[src/rtl/bus_arbiter2.sv]
// Two-requester round-robin arbiter for the shared 2:1 datapath mux.
// It has a one-entry registered output stage and lock-based bursts with a bounded length.
module bus_arbiter2 #(
    parameter int unsigned DWIDTH    = 32,
    parameter int unsigned MAX_BURST = 4,
    parameter int unsigned CWIDTH    = $clog2(MAX_BURST + 1)
) (
    input  logic              clk,
    input  logic              rst,
    input  logic              req_a,
    input  logic              lock_a,
    input  logic [DWIDTH-1:0] data_a,
    output logic              ack_a,
    input  logic              req_b,
    input  logic              lock_b,
    input  logic [DWIDTH-1:0] data_b,
    output logic              ack_b,
    output logic              sel,
    output logic              out_valid,
    output logic [DWIDTH-1:0] out_data,
    input  logic              out_ready,
    output logic [1:0]        owner
);

    typedef enum logic [1:0] {
        StIdle = 2'b00,
        StOwnA = 2'b01,
        StOwnB = 2'b10
    } owner_e;

    owner_e              owner_q;
    logic                prio_q;
    logic                sel_q;
    logic [CWIDTH-1:0]   burst_cnt_q;
    logic                out_valid_q;
    logic [DWIDTH-1:0]   out_data_q;

    logic                choice_valid;
    logic                choice_b;
    logic                take;
    logic                capture;
    logic                lock_sel;
    logic [CWIDTH-1:0]   next_cnt;
    logic                keep_own;

    always_comb begin
        choice_valid = 1'b0;
        choice_b     = 1'b0;
        case (owner_q)
            StIdle: begin
                if (req_a && req_b) begin
                    choice_valid = 1'b1;
                    choice_b     = prio_q;
                end else if (req_a) begin
                    choice_valid = 1'b1;
                end else if (req_b) begin
                    choice_valid = 1'b1;
                    choice_b     = 1'b1;
                end
            end
            // The owner alone may be granted; the other requester waits.
            StOwnA: choice_valid = req_a;
            StOwnB: begin
                choice_valid = req_b;
                choice_b     = 1'b1;
            end
            default: ;
        endcase
    end

    assign take     = !out_valid_q || out_ready;
    assign capture  = take && choice_valid && !rst;
    assign ack_a    = capture && !choice_b;
    assign ack_b    = capture && choice_b;
    assign sel      = rst ? 1'b0 : (choice_valid ? choice_b : sel_q);
    assign lock_sel = choice_b ? lock_b : lock_a;
    assign next_cnt = burst_cnt_q + 1'b1;
    // The beat that brings the count to MAX_BURST releases ownership even if still locked.
    assign keep_own = lock_sel && (32'(next_cnt) < MAX_BURST);

    always_ff @(posedge clk) begin
        if (rst) begin
            owner_q     <= StIdle;
            prio_q      <= 1'b0;
            sel_q       <= 1'b0;
            burst_cnt_q <= '0;
            out_valid_q <= 1'b0;
            out_data_q  <= '0;
        end else begin
            if (choice_valid) begin
                sel_q <= choice_b;
            end
            if (capture) begin
                out_data_q  <= choice_b ? data_b : data_a;
                out_valid_q <= 1'b1;
                if (keep_own) begin
                    owner_q     <= choice_b ? StOwnB : StOwnA;
                    burst_cnt_q <= next_cnt;
                end else begin
                    owner_q     <= StIdle;
                    burst_cnt_q <= '0;
                    prio_q      <= !choice_b;
                end
            end else if (out_valid_q && out_ready) begin
                out_valid_q <= 1'b0;
            end
        end
    end

    assign out_valid = out_valid_q;
    assign out_data  = out_data_q;
    assign owner     = owner_q;

endmodule

[config.mk]
export PLATFORM = sky130hd
export DESIGN_NAME = bus_arbiter2
export DESIGN_NICKNAME = d
export VERILOG_FILES = /design/src/rtl/bus_arbiter2.sv
export SDC_FILE = /design/constraint.sdc
export NUM_CORES = 1
export LEC_CHECK = 0
export CAP_MARGIN = 10
export CORE_MARGIN = 2
export CORE_UTILIZATION = 56
export DETAILED_ROUTE_END_ITERATION = 7
export DONT_BUFFER_PORTS = 1
export GPL_TIMING_DRIVEN = 0
export PLACE_DENSITY = 0.74
export SLEW_MARGIN = 20
export SYNTH_ARGS = -nofsm -noshare
export SYNTH_HDL_FRONTEND = slang
export SYNTH_SLANG_ARGS = --single-unit
[constraint.sdc]
create_clock -name clk -period 1.4 [get_ports clk]
set_input_delay 0.14 -clock clk [delete_from_list [all_inputs] [get_ports clk]]
set_output_delay 0.14 -clock clk [all_outputs]
set_load 0.05 [all_outputs]
# == Yosys cells after proc, flatten, opt, wreduce, memory -nomap -nowiden ==
# Cells that the tools add are included.
# op_classes
addsub,1
n_lt_le_gt_ge,1
eq_ne,2
n_mux,16
bitwise,1
reduce_logical,14
# ops
op,count
$mux 32,1
$mux 1,10
$logic_and 1x1->1,7
$mux 2,2
$add 3x1->3 const B,1
$logic_not 1->1,3
$lt 3x3->1 const B,1
$mux 3,1
$pmux 1 s3,1
$eq 2x1->1 const B,1
$eq 2x2->1 const B,1
$logic_not 2->1,1
$pmux 1 s2,1
$reduce_and 2->1,1
$reduce_bool 2->1,1
$logic_or 1x1->1,1
$not 1->1,1
# word_totals
reg_bits,40
elab_cells,41

# == Depth between registers and ports, before layout ==
# logic_depth
ltp_word,8
depth_mapped,6
ltp_nobuf,5

# == Worst setup path before layout ==
# Ideal clock, no wire load.
# synth_path
path_type,flip-flop to flip-flop
from,"reg owner_q[0], in the netlist owner[0]"
to,"reg owner_q[0], in the netlist owner[0]"
arrival_ns,2.195
setup_slack_ns,-0.855
stages_incl_launch_ff,6
path_buffers,1
period_less_slack_ns,2.255
path_cell_list,dfxtp_1 > nand2b_1 > a221oi_2 > buf_4 > nor2b_1 > a21o_1
# synth_between
elab_chain_len,5
word_cells_on_any_way,11
classes_between,eq/ne: 2; mux: 5; reduce/logical: 4
# synth_rtl
item,line,text
start: declaration,31,owner_e owner_q;
start signal: assignment,83,owner_q <= StIdle;
start signal: assignment,97,owner_q <= choice_b ? StOwnB : StOwnA;
start signal: assignment,100,owner_q <= StIdle;
$eq 2x2->1 or $logic_not 2->1 (tied branches),49,case (owner_q)
$pmux 1 s2,49,
$mux 1,76,assign lock_sel = choice_b ? lock_b : lock_a;
$logic_and 1x1->1,79,assign keep_own = lock_sel && (32'(next_cnt) < MAX_BURST);
$mux 2,96,if (keep_own) begin
# Parallel ways exist; a longest one is shown, timed or not.
# A chain may end at the register's enable or synchronous reset.

# == Worst setup path after layout ==
# layout_path
from,"reg owner_q[1], in the netlist owner[1]"
to,out ack_a
# layout_between
elab_chain_len,5
word_cells_on_any_way,9
classes_between,eq/ne: 2; mux: 2; reduce/logical: 5
# layout_rtl
item,line,text
$eq 2x2->1 (tied with other cells),49,
$pmux 1 s3,49,
$logic_and 1x1->1 (2 in series),72,assign capture = take && choice_valid && !rst;
$logic_and 1x1->1 (*),73,assign ack_a = capture && !choice_b;
end: declaration,13,"output logic ack_a,"
# Mark *: on every way between the ends. The rest lies on a longest branch, timed or not.

==> results.sh <==
export IMPL_status="finished, violations left"
export IMPL_violations="hold timing, setup timing"
export IMPL_cp_end_kind="output port"
export IMPL_reg2reg_depth=9
export IMPL_cts_buffers=5
export IMPL_critPathCapture="ack_a"
export IMPL_grt_pass1_wl_um=7270
export IMPL_antennaDiodeCount=0
export IMPL_crit_chain="nand2b_4 -> a221oi_4 -> buf_6 -> nor2b_4"
export IMPL_vias_per_cell=6.00
export IMPL_port_buffers=0
export IMPL_cp_top_family="simple AND/OR/NAND/NOR gates"
export IMPL_swShare=0.370
export IMPL_worst_ep_required_time_ns=1.26
export IMPL_cts_clk_slew_worst_paths_ns=0.11
export IMPL_drcViolationCount=0
export IMPL_finalSetupViolCount=42
export IMPL_synth_most_common_cell="dfxtp_1"
export IMPL_cts_num_sinks=40
export IMPL_drive_gt1_frac=0.437
export IMPL_max_slew_margin=0.518
export IMPL_clk_latency_ns=0.35
export IMPL_crit_slowest_cell="dfxtp_4"
export IMPL_period_needed_ns=1.93
export IMPL_yosysWarnings=0
export IMPL_yosys_area_top_type="dfxtp_1"
export IMPL_die_area_sq_um=3940
export IMPL_fp_dieW_um=62.8
export IMPL_synth_edf_count=0
export IMPL_design_core_area_sq_um=3340
export IMPL_slowest_delay_ns=0.44
export IMPL_syn_num_nets=259
export IMPL_initial_core_util=0.579
export IMPL_cts_hold_fix_buffers=2
export IMPL_netlist_area_leader_share=0.414
export IMPL_synth_cells=187
export IMPL_critPathBufInv=1
export IMPL_ys_seq_elements=40
export IMPL_rsz0062_at_grt="true"
export IMPL_worst_hold_path_type="input pin to flip-flop"
export IMPL_internal_power_mw=2.00
export IMPL_synth_area_per_cell_sq_um=10.3
export IMPL_globalRoute_totalOverflow=0
export IMPL_worst_setup_path_start_kind="flip-flop"
export IMPL_p_switching_mw=1.17
export IMPL_period_share=1.38
export IMPL_worst_pin_slew_ns=0.723
export IMPL_hold_viol_final=1
export IMPL_syn_to_final_growth_pct=32.8
export IMPL_wirelength_um=5020
export IMPL_ys_flop_type="dfxtp_1"
export IMPL_clock_root_buffer="clkbuf_4"
export IMPL_cp_depth=4
export IMPL_sequentialPowerShare=0.519
export IMPL_drt_initial_drc_count=79
export IMPL_power_frac_comb=0.245
export IMPL_rows=21
export IMPL_cp_arrival_ns=1.79
export IMPL_finalWeightedCongestion=0.730
export IMPL_postLayoutSetupSlackWorst_ns=-0.527
export IMPL_path_max_fanout=5
export IMPL_postRouteAntennaNets=0
export IMPL_die_y_um=62.8
export IMPL_reg2reg_from="owner[1]$_SDFFE_PP0P_"
export IMPL_p_clk_frac=0.236
export IMPL_ff2ff_setup_slack_ns=-0.48
export IMPL_num_io_pins=109
export IMPL_power_density_nw_per_um2=1240
export IMPL_wl_per_cell_um=19.2
export IMPL_antenna_found_initial=0
export IMPL_synth_distinct_cells=29
export IMPL_layout_nets=286
export IMPL_htreeDepth=2
export IMPL_grt_use_total=0.234
export IMPL_dr_pass1_iters=4
export IMPL_reg2reg_to="out_data[18]$_SDFFE_PP0P_"
export IMPL_num_vias=1567
export IMPL_syn_area_sq_um=1930
export IMPL_leakage_nw=0.946
export IMPL_maxCapViolations=0
export IMPL_synthTopCellsByArea="dfxtp_1 (41%), mux2i_1 (17%), a211oi_2 (13%)"
export IMPL_ir_drop_mv=0.755
export IMPL_setup_tns_ns=-14.73
export IMPL_final_core_util=0.769
export IMPL_grt_pass1_vias=1549
export IMPL_cts_tree="built"
export IMPL_cts_buffer_depth=2
export IMPL_hpwl_um=3110
export IMPL_ys_seq_area_frac=0.414
export IMPL_crit_start="owner[1]$_SDFFE_PP0P_"
export IMPL_grt_max_degree=13
export IMPL_path_class="flip-flop to output port"
export IMPL_async_reset_ff_frac=0
export IMPL_max_freq_mhz=519
export IMPL_slew_viol_final=0
export IMPL_fin_skew_ns=0.00602
export IMPL_synth_common_cells="dfxtp_1 (40), nor2_1 (35), mux2i_1 (33)"
export IMPL_holdCritStartpoint="req_a"
export IMPL_holdWs_ns=-0.0243
## metal layers
layer | part of all wire | global-route usage | vias up
met4 | 0.0098 | 0.0917 | 0
met3 | 0.080 | 0.0901 | 9
li1 | - | - | 730
met2 | 0.52 | 0.414 | 79
met1 | 0.39 | 0.251 | 749
met5 | 0 | 0 | -
## how the worst min path moves through the flow
stage,to,cells after the start
6_report,out_valid$_SDFFE_PP0P_,2
5_1_grt,out_valid$_SDFFE_PP0P_,2
4_1_cts,out_valid$_SDFFE_PP0P_,2
3_5_place_dp,owner[1]$_SDFFE_PP0P_,2
3_3_place_gp,owner[1]$_SDFFE_PP0P_,2
2_1_floorplan,owner[1]$_SDFFE_PP0P_,2
## stage by stage
step	total power, mW	area (sq um)	hold slack [ns]	instances	setup WS, ns
2_1_floorplan	2.12	2010	0.280	187	-0.161
3_3_place_gp	2.19	2060	0.285	233	-0.262
6_report	3.18	2570	-0.0243	261	-0.527
5_1_grt	3.30	2570	-0.0292	261	-0.576
4_1_cts	3.10	2400	-0.0447	257	-0.530
3_5_place_dp	2.22	2060	0.292	233	-0.286
## worst reg2reg max path, stage by stage (launching register included)
cell and delay (ns):
dfxtp_4 0.44, nand2b_4 0.19, a221oi_4 0.30, buf_6 0.16, buf_4 0.10, buf_6 0.09
buf_8 0.13, buf_6 0.13, nor2_1 0.05, a211oi_2 0.22
## power by group through the flow
stage / clock [mW] / sequential [mW] / combinational, mW
floorplan: 0 / 1.64 / 0.478
global placement: 0 / 1.66 / 0.526
detailed placement: 0 / 1.67 / 0.551
CTS: 0.769 / 1.64 / 0.689
global route: 0.808 / 1.66 / 0.831
finish: 0.752 / 1.65 / 0.778
## cell families after synthesis
kind of cell / count (synthesis) / synth area share
adders and majority gates: 1 / 0.00647
buffers and inverters: 20 / 0.0641
DFF: 40 / 0.414
xor gates and xnor gates: 1 / 0.00453
and+or+nand+nor: 52 / 0.126
AOI/OAI and AO/OA: 40 / 0.214
muxes: 33 / 0.171
## layout by cell type, fill, tap and decap left out, drive strengths merged
cell type    count
a2111oi          1
a211oi          32
a21o             1
a21oi            1
a221oi           1
a31o             2
a31oi            2
and2             1
and3             1
buf             29
bufinv           1
clkbuf          12
clkinv           1
dfxtp           40
dlygate4sd3      2
ha               1
inv              3
mux2i           33
nand2            3
nand2b           3
nand4            1
nor2            35
nor2b            1
nor3             2
nor3b            5
xnor2            1
## sequential cells by signal (all words and copies together) (netlist names)
signal	cells
out_valid	1
out_data	32
owner	2
burst_cnt_q	3
sel_q	1
prio_q	1
## layout make-up
type	instances	area, sq um
timing repair buffer	21	255
tap	46	57.6
buffer	16	165
sequential	40	810
multi-input combinational	127	1190
clock inverter	2	35.0
fill	227	769
clock buffer	6	41.3
inverter	3	11.3
## timing repair
action / in CTS / in global routing
pin swaps: 10 / 15
resized for setup: 29 / 36
buffers inserted: 11 / 8
cloned: 3 / 2
endpoints found under the hold margin: 3 / 1
endpoints found under the setup margin: 42 / 42
Note: power is estimated with default switching activity, not from simulation.
